==> config.mk <==
export PLATFORM = sky130hd
export DESIGN_NAME = fetch_unit
export DESIGN_NICKNAME = d
export VERILOG_FILES = /design/src/rtl/fetch_pkg.sv /design/src/rtl/fetch_unit_next_pc_calc.sv /design/src/rtl/fetch_unit.sv
export SDC_FILE = /design/constraint.sdc
export NUM_CORES = 1
export LEC_CHECK = 0
export CORE_UTILIZATION = 43
export DETAILED_ROUTE_END_ITERATION = 6
export GPL_TIMING_DRIVEN = 0
export PLACE_DENSITY = 0.8
export SLEW_MARGIN = 20
export SYNTH_ARGS = -nofsm -noshare
export SYNTH_HDL_FRONTEND = slang
export SYNTH_HIERARCHICAL = 1
export SYNTH_SLANG_ARGS = --single-unit
==> constraint.sdc <==
create_clock -name clk -period 3.3 [get_ports clk]
set_input_delay 0.825 -clock clk [delete_from_list [all_inputs] [get_ports clk]]
set_output_delay 0.825 -clock clk [all_outputs]
set_load 0.03 [all_outputs]
==> src/rtl/fetch_pkg.sv <==
// Shared definitions for the fetch stage and controlTable: FSM states, next-PC
// selector encodings and the opcode constants both sides decode.
package fetch_pkg;

    typedef enum logic [1:0] {
        S_RESET = 2'd0,
        S_FETCH = 2'd1,
        S_HOLD  = 2'd2,
        S_TRAP  = 2'd3
    } fetch_state_e;

    // pc_next_sel encodings; 2'b11 is reserved and behaves like PC_SEQ
    localparam logic [1:0] PC_SEQ  = 2'b00;
    localparam logic [1:0] PC_JUMP = 2'b01;
    localparam logic [1:0] PC_JR   = 2'b10;

    // Opcodes (instr[31:26]); ALU ops use opcode 0 and are split by funct
    localparam logic [5:0] ALU  = 6'h00;
    localparam logic [5:0] J    = 6'h02;
    localparam logic [5:0] JAL  = 6'h03;
    localparam logic [5:0] BEQ  = 6'h04;
    localparam logic [5:0] BNE  = 6'h05;
    localparam logic [5:0] XORI = 6'h0E;
    localparam logic [5:0] LW   = 6'h23;
    localparam logic [5:0] SW   = 6'h2B;

endpackage

==> src/rtl/fetch_unit_next_pc_calc.sv <==
// Next-PC selection: sequential/branch, absolute jump or register jump.
// Latency: purely combinational. Backpressure: none, no state.
// Offsets and targets wrap modulo 2^PC_W; misalignment is handled by the caller.
module next_pc_calc
    import fetch_pkg::*;
#(
    parameter int PC_W = 32
) (
    input  logic [PC_W-1:0] pc_i,
    input  logic [25:0]     instr_i,
    input  logic [1:0]      sel_i,
    input  logic            beq_i,
    input  logic            bne_i,
    input  logic            zero_i,
    input  logic [PC_W-1:0] rs_val_i,
    output logic [PC_W-1:0] npc_o
);

    logic [PC_W-1:0] pc_plus4;
    logic [PC_W-1:0] br_off;
    logic [PC_W-1:0] jump_tgt;
    logic            taken;

    assign pc_plus4 = pc_i + PC_W'(4);

    // beq and bne together means either condition is enough to branch
    assign taken    = (beq_i & zero_i) | (bne_i & ~zero_i);
    assign br_off   = {{(PC_W-18){instr_i[15]}}, instr_i[15:0], 2'b00};
    assign jump_tgt = {pc_plus4[PC_W-1:28], instr_i[25:0], 2'b00};

    always_comb begin
        npc_o = pc_plus4;
        case (sel_i)
            PC_JUMP: npc_o = jump_tgt;
            PC_JR:   npc_o = rs_val_i;
            default: npc_o = taken ? (pc_plus4 + br_off) : pc_plus4;
        endcase
    end

endmodule

==> src/rtl/fetch_unit.sv <==
// Instruction fetch stage: one instruction in flight, fetch -> hold -> commit.
// Latency: >=1 cycle fetch after req, >=3 cycles/instr. Backpressure: holds instr until commit.
// Optional PC_MISALIGN_TRAP_EN: misaligned next PC traps instead of being aligned.
module fetch_unit
    import fetch_pkg::*;
#(
    parameter int              PC_W     = 32,
    parameter logic [PC_W-1:0] RESET_PC = '0
) (
    input  logic            clk,
    input  logic            reset,
    output logic            imem_req,
    output logic [PC_W-1:0] imem_addr,
    input  logic            imem_ack,
    input  logic [31:0]     imem_rdata,
    output logic [31:0]     instr,
    output logic            instr_valid,
    output logic [PC_W-1:0] pc,
    output logic [PC_W-1:0] pc_plus4,
    input  logic            commit,
    input  logic [1:0]      pc_next_sel,
    input  logic            beq,
    input  logic            bne,
    input  logic            zero,
    input  logic [PC_W-1:0] rs_val,
    output logic            trap
);

    localparam logic [PC_W-1:0] ALIGN_MASK = ~PC_W'(3);

    fetch_state_e    state_q, state_d;
    logic [PC_W-1:0] pc_q, pc_d;
    logic [31:0]     instr_q, instr_d;
    logic            instr_valid_q, instr_valid_d;
    logic [PC_W-1:0] npc;

    next_pc_calc #(
        .PC_W (PC_W)
    ) u_next_pc_calc (
        .pc_i     (pc_q),
        .instr_i  (instr_q[25:0]),
        .sel_i    (pc_next_sel),
        .beq_i    (beq),
        .bne_i    (bne),
        .zero_i   (zero),
        .rs_val_i (rs_val),
        .npc_o    (npc)
    );

`ifdef PC_MISALIGN_TRAP_EN
    logic trap_q, trap_d;
    assign trap = trap_q;
`else
    assign trap = 1'b0;
`endif

    always_comb begin
        state_d       = state_q;
        pc_d          = pc_q;
        instr_d       = instr_q;
        instr_valid_d = instr_valid_q;
`ifdef PC_MISALIGN_TRAP_EN
        trap_d        = trap_q;
`endif
        case (state_q)
            S_RESET: state_d = S_FETCH;
            S_FETCH: begin
                if (imem_ack) begin
                    instr_d       = imem_rdata;
                    instr_valid_d = 1'b1;
                    state_d       = S_HOLD;
                end
            end
            S_HOLD: begin
                if (commit) begin
                    instr_valid_d = 1'b0;
`ifdef PC_MISALIGN_TRAP_EN
                    pc_d = npc;
                    if (npc[1:0] != 2'b00) begin
                        trap_d  = 1'b1;
                        state_d = S_TRAP;
                    end else begin
                        state_d = S_FETCH;
                    end
`else
                    pc_d    = npc & ALIGN_MASK;
                    state_d = S_FETCH;
`endif
                end
            end
            // S_TRAP is terminal until reset
            S_TRAP:  state_d = S_TRAP;
            default: state_d = S_RESET;
        endcase
    end

    always_ff @(posedge clk) begin
        if (reset) begin
            state_q       <= S_RESET;
            pc_q          <= RESET_PC;
            instr_q       <= '0;
            instr_valid_q <= 1'b0;
`ifdef PC_MISALIGN_TRAP_EN
            trap_q        <= 1'b0;
`endif
        end else begin
            state_q       <= state_d;
            pc_q          <= pc_d;
            instr_q       <= instr_d;
            instr_valid_q <= instr_valid_d;
`ifdef PC_MISALIGN_TRAP_EN
            trap_q        <= trap_d;
`endif
        end
    end

    assign imem_req    = (state_q == S_FETCH);
    assign imem_addr   = pc_q;
    assign instr       = instr_q;
    assign instr_valid = instr_valid_q;
    assign pc          = pc_q;
    assign pc_plus4    = pc_q + PC_W'(4);

endmodule
### Word-level counts from Yosys, hierarchy flattened

Index checks and enable logic that the tools add are counted.
W data, S select, Z words.

* $add $sub $neg: 2
* $mul: 0
* divide/modulo/power cells: 0
* order comparisons: 0
* eq/ne operators: 7
* shifts and indexed selects: 0
* muxes and demuxes: 8
* bitwise operators: 4
* reductions and logical operators: 6

Operators by type and width (count)
* $pmux W32 S2: 1
* $add A32 B3 Y32 const B: 1
* $add A32 B32 Y32: 1
* $mux W32: 1
* $pmux W2 S4: 1
* $eq A2 B2 Y1 const B: 3
* $reduce_and A2 Y1: 3
* $eq A2 B1 Y1 const B: 2
* $mux W2: 2
* $reduce_and A3 Y1: 1
* $and A1 B1 Y1: 2
* $logic_not A2 Y1: 1
* $mux W1: 2
* $ne A2 B1 Y1 const B: 1
* $ne A2 B2 Y1 const B: 1
* $pmux W1 S2: 1
* $reduce_bool A2 Y1: 1
* $not A1 Y1: 1
* $or A1 B1 Y1: 1

* register bits: 65
* latch bits: 0
* bits in writable memories: 0
* memory bits (read-only): 0
* bits of input ports: 73
* output and inout bits: 131
* word-level logic and storage cells: 31
* memories kept: 0

### Depth between registers and ports, before layout

Gate-level depths: netlist (run 1).

* depth in word-level cells: 5
* depth in mapped cells: 17

### Hierarchy

The synthesis (run 1) kept the hierarchy.

Modules (own cells, without submodules)
* fetch_unit: times used 1, cells each 412, area an instance 3150.5 um^2, seq. area each 1301.2 um^2
* next_pc_calc: times used 1, cells each 452, area an instance 3035.4 um^2, seq. area each 0.0 um^2

### Least setup slack after synthesis (run 1)

OpenSTA, ideal clock, no wires.

* kind: register to register
* start: register pc_q[2], in the netlist imem_addr[2]
* end: register pc_q[31], in the netlist imem_addr[31]
* data arrival time: 3643 ps
* data required time: 3169 ps
* slack: -475 ps
* stages on the path, launching flop included: 16
* buffers on the path: 0
* period minus slack after synthesis: 3775 ps
* path through: dfxtp_1 > ha_1 > nand2_1 > nor3_1 > and3_1 > xor2_1 > ha_1 > a21oi_1 > o21ai_0 > o21ba_2 > nor3_1 > nor4_1 > a211o_1 > a31o_1 > nand2_1 > a21oi_1

* word-level cells in the longest chain between the ends: 4

RTL lines
* start: declaration: line fetch_unit.sv:32 `logic [PC_W-1:0] pc_q, pc_d;`
* start signal: assignment: line fetch_unit.sv:108 `pc_q <= pc_d;`
* $add A32 B3 Y32 *: line fetch_unit_next_pc_calc.sv:24 `assign pc_plus4 = pc_i + PC_W'(4);`
* $add A32 B32 Y32: line fetch_unit_next_pc_calc.sv:36 `default: npc_o = taken ? (pc_plus4 + br_off) : pc_plus4;`
* $mux W32: line fetch_unit_next_pc_calc.sv:36
* $pmux W32 S2 *: line fetch_unit_next_pc_calc.sv:33 `case (sel_i)`
* named net npc[31]: line fetch_unit.sv:35 `logic [PC_W-1:0] npc;`

The timed path passes the listed nets; every way through them passes the cells marked *.
A chain may end at the register's enable or synchronous reset.

### Worst setup path after layout (run 1)

* start: register pc_q[5], in the netlist imem_addr[5]
* end: register pc_q[30], in the netlist imem_addr[30]

Same word-level chain as after synthesis.

==> results.py, run 1 <==
metrics = {
    "run_status": {
        "status": "complete, but fails checks",
        "violations": "negative setup slack",
    },
    "synthesis": {
        "syn-mean-instance-area_um2": 7.16,
        "syn_area_um2": 6170,
        "syn-instance-count": 862,
        "ys.warnings.count": 6,
    },
    "drt": {
        "wl_mm": 23.7,
        "ant_nets": 0,
        "via_per_inst": 5.81,
        "vias": 7550,
        "wire_per_inst_um": 18.3,
        "drc": 0,
        "first_pass_iters": 7,
        "drt-initial-drc-count": 724,
    },
    "layout": {
        "utilization_pct": 68.6,
        "drive_gt1_share_pct": 21.5,
        "nNetsFinal": 1225,
        "area_growth_pct": 54.9,
        "design_area_um2": 9560,
        "insertedDiodeCount": 0,
        "final-instance-count-excl-fill": 1299,
    },
    "timing": {
        "fin_crit_ps": 3570,
        "final_max_slew_viol_count": 0,
        "finalSetupViolCount": 11,
        "clock.fmax_mhz": 280,
        "finalHoldViolations": 0,
        "layout_setup_ws_ps": -272,
        "relSlewSlack_pct": 27.2,
        "setup_tns_ps": -1420,
        "hold_ws_ps": 455,
        "worst_slew_pin_slew_ps": 1060,
        "period_share_pct": 108,
        "skew_ps": 6.76,
        "rsz0062_at_grt": "yes",
    },
    "global_routing": {
        "antenna_found_initial": 0,
        "grt_use_total_pct": 30.6,
        "grt_max_degree": 22,
        "grt_pass1_vias": 7035,
        "overflow": 0,
        "grt_pass1_wl_mm": 35.6,
    },
    "power": {
        "power_leakage_nw": 3.99,
        "finalPower_mw": 2.45,
        "ir_drop_mv": 0.263,
        "powerDensity_nw_per_um2": 257,
    },
    "placed_design": {
        "hpwl_mm": 17.1,
        "place_inst": 1241,
        "placed_area_um2": 8440,
        "portBuffers": 193,
        "preCtsSetupSlack_ps": -631,
        "gp_congestion": 0.974,
    },
    "cts": {
        "clockBufferDepth": 2,
        "clk_latency_ps": 340,
        "cts_buffers": 9,
        "cts_root_buf": "clkbuf_16",
        "htreeDepth": 3,
        "hold_buffers": 0,
        "cts_tree": "yes",
        "cts_sinks": 65,
        "clk_pin_slew_worst_paths_ps": 60,
    },
    "run": {
        "maxCapViolCount": 0,
    },
    "setup_path": {
        "critPathMaxFanout": 6,
        "cp-start-kind": "register",
        "crit_family": "compound AO/OA/AOI/OAI gates",
        "cp_data_arrival_time_ps": 3830,
        "critPathKind": "reg2reg",
        "max_stage_delay_ps": 440,
        "endpoint_kind": "register",
        "critPathBufInv": 1,
        "worstPathRequired_ps": 3560,
        "crit_chain": "nand4_4, or3_4, buf_12, nor2_4, nand2_1, xnor2_2, ha_2, a21o_1, a21oi_1, o21ai_0, a31o_2, a21oi_2, a21oi_2, o31ai_1, nand2_1, a21oi_1",
        "cp_slowest_cell": "or3_4",
    },
    "floorplanning": {
        "dieArea_um2": 14800,
        "dieWidth_um": 122,
        "io_pins": 204,
        "initial_core_util_pct": 44.3,
        "num_rows": 43,
        "die-height_um": 122,
        "core_um2": 13900,
    },
    "min_path": {
        "hp-class": "reg2reg",
    },
}
-- routing by layer --
layer / track usage [%] / share of wire [%] / vias to the layer above
met5: 0 / 0 / -
met4: 15.4 / 4.8 / 0
met1: 36.4 / 39 / 3527
li1: - / - / 3537
met2: 52.9 / 49 / 404
met3: 4.92 / 7.4 / 82
-- registers in the layout, summed over array words and instances, names as in the netlist --
register     count
instr_valid      1
imem_addr       30
instr           32
state_q          2
-- worst register-to-register path: cells and delay by family (launching register included) --
kind	cells	cell delay [ps]
buffers and inverters	1	150
DFF	1	370
adders and majority gates	1	380
and+or+nand+nor	5	910
AOI/OAI and AO/OA	8	1450
xor gates and xnor gates	1	230
-- cell usage in the layout (no fill, tap or decap), types with 8 or more instances in the layout --
cell type / n
a21o_1: 13
a21oi_1: 90
a21oi_2: 18
a221oi_1: 9
a222oi_1: 14
and3_1: 13
buf_4: 82
clkbuf_1: 29
clkbuf_16: 9
clkbuf_2: 20
clkdlybuf4s50_1: 171
dfxtp_1: 41
dfxtp_2: 12
dfxtp_4: 12
ha_1: 26
ha_4: 8
inv_1: 26
nand2_1: 171
nand3_1: 16
nand4_1: 18
nor2_1: 33
nor3_1: 19
o21ai_0: 27
o21ai_1: 8
xnor2_1: 35
xor2_1: 29
-- cell type report --
class	count	area (µm²)
multi-input cells	696	4860
fillers	1149	4380
repair buffers	239	2230
flip-flops and latches	65	1360
plain buffers	76	459
clock buffers	10	229
well taps	180	225
inverters	27	106
clock inverters	6	91.3
-- power by group --
group / internal (mW) / total, mW / leakage, nW / switching [mW]
sequential: 0.802 / 0.841 / 0.543 / 0.0384
combinational: 0.244 / 0.569 / 3.29 / 0.325
clock: 0.665 / 1.04 / 0.157 / 0.377
total: 1.71 / 2.45 / 3.99 / 0.741
-- worst paths after layout --
check / from / end / slack, ps / cells past startpoint
worst min-delay path: instr[26]$_SDFFE_PP0P_ / instr[26]$_SDFFE_PP0P_ / 460 / 2
worst min register to register: instr[26]$_SDFFE_PP0P_ / instr[26]$_SDFFE_PP0P_ / 460 / 2
worst max register to register: imem_addr[5]$_SDFFE_PP0P_ / imem_addr[30]$_SDFFE_PP0P_ / -270 / 16
worst max-delay path: imem_addr[5]$_SDFFE_PP0P_ / imem_addr[30]$_SDFFE_PP0P_ / -270 / 16
-- what timing repair did --
action,4_1_cts,5_1_grt
endpoints found under the hold margin,0,0
gates resized for setup,86,88
pin swaps,25,27
setup endpoints to repair,36,40
setup buffers,23,23
(Power assumes the default switching activity.)
==> run 2, diff against run 1 <==
--- a/config.mk
+++ b/config.mk
@@ -6,9 +6,11 @@
 export NUM_CORES = 1
 export LEC_CHECK = 0
 export CORE_UTILIZATION = 43
+export CTS_CLUSTER_DIAMETER = 150
 export DETAILED_ROUTE_END_ITERATION = 6
 export GPL_TIMING_DRIVEN = 0
 export PLACE_DENSITY = 0.8
+export SETUP_SLACK_MARGIN = 0.02
 export SLEW_MARGIN = 20
 export SYNTH_ARGS = -nofsm -noshare
 export SYNTH_HDL_FRONTEND = slang
==> run 2 against run 1 <==
  * The flow finishes with violations (design-rule violations, negative setup slack)
  * Largest cell class unchanged
  * Sequential share of layout area fell by 0.51 points
  * Combinational power rose by 3.9%
  * Maximum frequency rose by 2.7%
  * Sequential power barely moved
  * Wire length rose by 0.89%
  * Hold slack got worse by 2.5 ps
  * Count of clock-buffer cells in the layout rose by 1
  * Critical path type unchanged
  * Flip-flop and latch count did not move
==> results.py, run 2 (synthesis gave the netlist of run 1 again) <==
metrics = {
    "drt": {
        "via_per_inst": 5.77,
        "wire_per_inst_um": 18.2,
        "drc": 1,
        "drt-initial-drc-count": 635,
        "wl_mm": 24.0,
        "ant_nets": 0,
        "first_pass_iters": 7,
        "vias": 7607,
    },
    "layout": {
        "final-instance-count-excl-fill": 1319,
        "layout_commonest_cell": "clkdlybuf4s50_1",
        "largest_reg_flops": 32,
        "drive_gt1_share_pct": 26.1,
        "area_growth_pct": 62.0,
        "nNetsFinal": 1245,
        "final_cell_mix": "clkdlybuf4s50_1 (171), nand2_1 (169), buf_4 (100), a21oi_1 (86), dfxtp_1 (38)",
        "insertedDiodeCount": 0,
    },
    "power": {
        "powerDensity_nw_per_um2": 256,
        "power_leakage_nw": 4.14,
        "ir_drop_mv": 0.275,
    },
    "cts": {
        "clk_pin_slew_worst_paths_ps": 60,
        "cts_sinks": 65,
        "htreeDepth": 3,
        "hold_buffers": 0,
        "cts_root_buf": "clkbuf_16",
        "clk_latency_ps": 340,
        "clockBufferDepth": 2,
        "cts_tree": "yes",
        "cts_buffers": 9,
    },
    "setup_path": {
        "worstPathRequired_ps": 3560,
        "critPathBufInv": 2,
        "critPathKind": "reg2reg",
        "cp_data_arrival_time_ps": 3740,
        "max_stage_delay_ps": 460,
        "cp-start-kind": "register",
        "crit_family": "simple AND/OR/NAND/NOR gates",
        "cpMostUsedCell": "nand3_4",
        "critPathMaxFanout": 6,
        "cp_slowest_cell": "or3_4",
        "crit_chain": "nand3_4, or3_4, clkinv_4, nand3_4, xnor2_2, ha_1, buf_6, nand2_4, o21a_1, a2111o_1, a22oi_2, nand4_1, mux2i_1, nor2b_4, nand2_1, a21oi_1",
        "endpoint_kind": "register",
    },
    "timing": {
        "clock.fmax_mhz": 288,
        "finalHoldViolations": 0,
        "finalSetupViolCount": 6,
        "skew_ps": 4.36,
        "fin_crit_ps": 3480,
        "layout_setup_ws_ps": -178,
        "worst_slew_pin_slew_ps": 1060,
        "period_share_pct": 105,
        "final_max_slew_viol_count": 0,
        "rsz0062_at_grt": "yes",
        "relSlewSlack_pct": 27.0,
    },
    "global_routing": {
        "grt_max_degree": 22,
        "overflow": 0,
        "grt_use_total_pct": 31.2,
        "grt_pass1_vias": 7093,
        "antenna_found_initial": 0,
        "grt_pass1_wl_mm": 36.4,
    },
    "placed_design": {
        "hpwl_mm": 17.2,
        "place_inst": 1241,
        "portBuffers": 193,
        "gp_congestion": 0.944,
        "preCtsSetupSlack_ps": -618,
    },
    "min_path": {
        "hp-class": "reg2reg",
    },
    "run_status": {
        "violations": "design-rule violations, negative setup slack",
        "status": "complete, but fails checks",
    },
    "floorplanning": {
        "dieWidth_um": 122,
        "die-height_um": 122,
        "io_pins": 204,
        "num_rows": 43,
        "core_um2": 13900,
        "dieArea_um2": 14800,
        "initial_core_util_pct": 44.3,
    },
    "run": {
        "maxCapViolCount": 0,
    },
}
## run 2: layout make-up
cell class | count | area [µm²]
buffer | 78 | 473
clock buffer | 11 | 275
clock inverter | 5 | 80.1
fill | 1109 | 3940
inverter | 27 | 106
multi-input combinational | 696 | 5100
sequential | 65 | 1370
tap | 180 | 225
timing repair buffer | 257 | 2350
## run 2: power breakdown
| part | internal, mW | leakage [nW] | total [mW] | switching, mW |
|---|---|---|---|---|
| clock | 0.754 | 0.177 | 1.13 | 0.373 |
| sequential | 0.800 | 0.546 | 0.839 | 0.0391 |
| combinational | 0.258 | 3.42 | 0.591 | 0.333 |
## run 2: layer usage
layer / vias up / GRT usage (%) / share of wire (%)
met4: 0 / 13.5 / 4.0
met3: 71 / 5.81 / 6.6
li1: 3595 / - / -
met5: - / 0 / 0
met1: 3579 / 38.6 / 40
met2: 362 / 52.6 / 49
## run 2: path summary, 6_finish.rpt
check | start | end | slack (ps) | cells after the start
max | imem_addr[10]$_SDFFE_PP0P_ | imem_addr[26]$_SDFFE_PP0P_ | -180 | 16
min | instr[29]$_SDFFE_PP0P_ | instr[29]$_SDFFE_PP0P_ | 450 | 2
max reg2reg | imem_addr[10]$_SDFFE_PP0P_ | imem_addr[26]$_SDFFE_PP0P_ | -180 | 16
min reg2reg | instr[29]$_SDFFE_PP0P_ | instr[29]$_SDFFE_PP0P_ | 450 | 2
## run 2: repair_timing
item | 4_1_cts | 5_1_grt
endpoints found under the setup margin | 37 | 37
pin swaps | 31 | 56
setup buffers | 38 | 26
gates resized for setup | 92 | 142
## run 2: stage by stage
stage | power [mW] | hold WS [ps] | utilization (%) | area [µm²] | TNS [ps]
final | 2.56 | 453 | 71.7 | 9990 | -809
after floorplan | 1.14 | 506 | - | 6290 | 0
after detailed placement | 1.38 | 447 | 60.6 | 8440 | -8930
after CTS | 2.52 | 455 | 67.0 | 9330 | -631
after global placement | 1.38 | 443 | 60.6 | 8440 | -8830
after global routing | 2.65 | 477 | 71.7 | 9990 | -1890
## run 2: worst register-to-register path: cells and delay by family, from the launching register on
kind                     cells  cell delay (ps)
AO/OA/AOI/OAI                4             1050
XOR/XNOR                     1              160
adder cells (fa/ha/maj)      1              290
buffers and inverters        2              230
flip-flops                   1              370
multiplexers                 1              210
AND/OR/NAND/NOR              7             1090
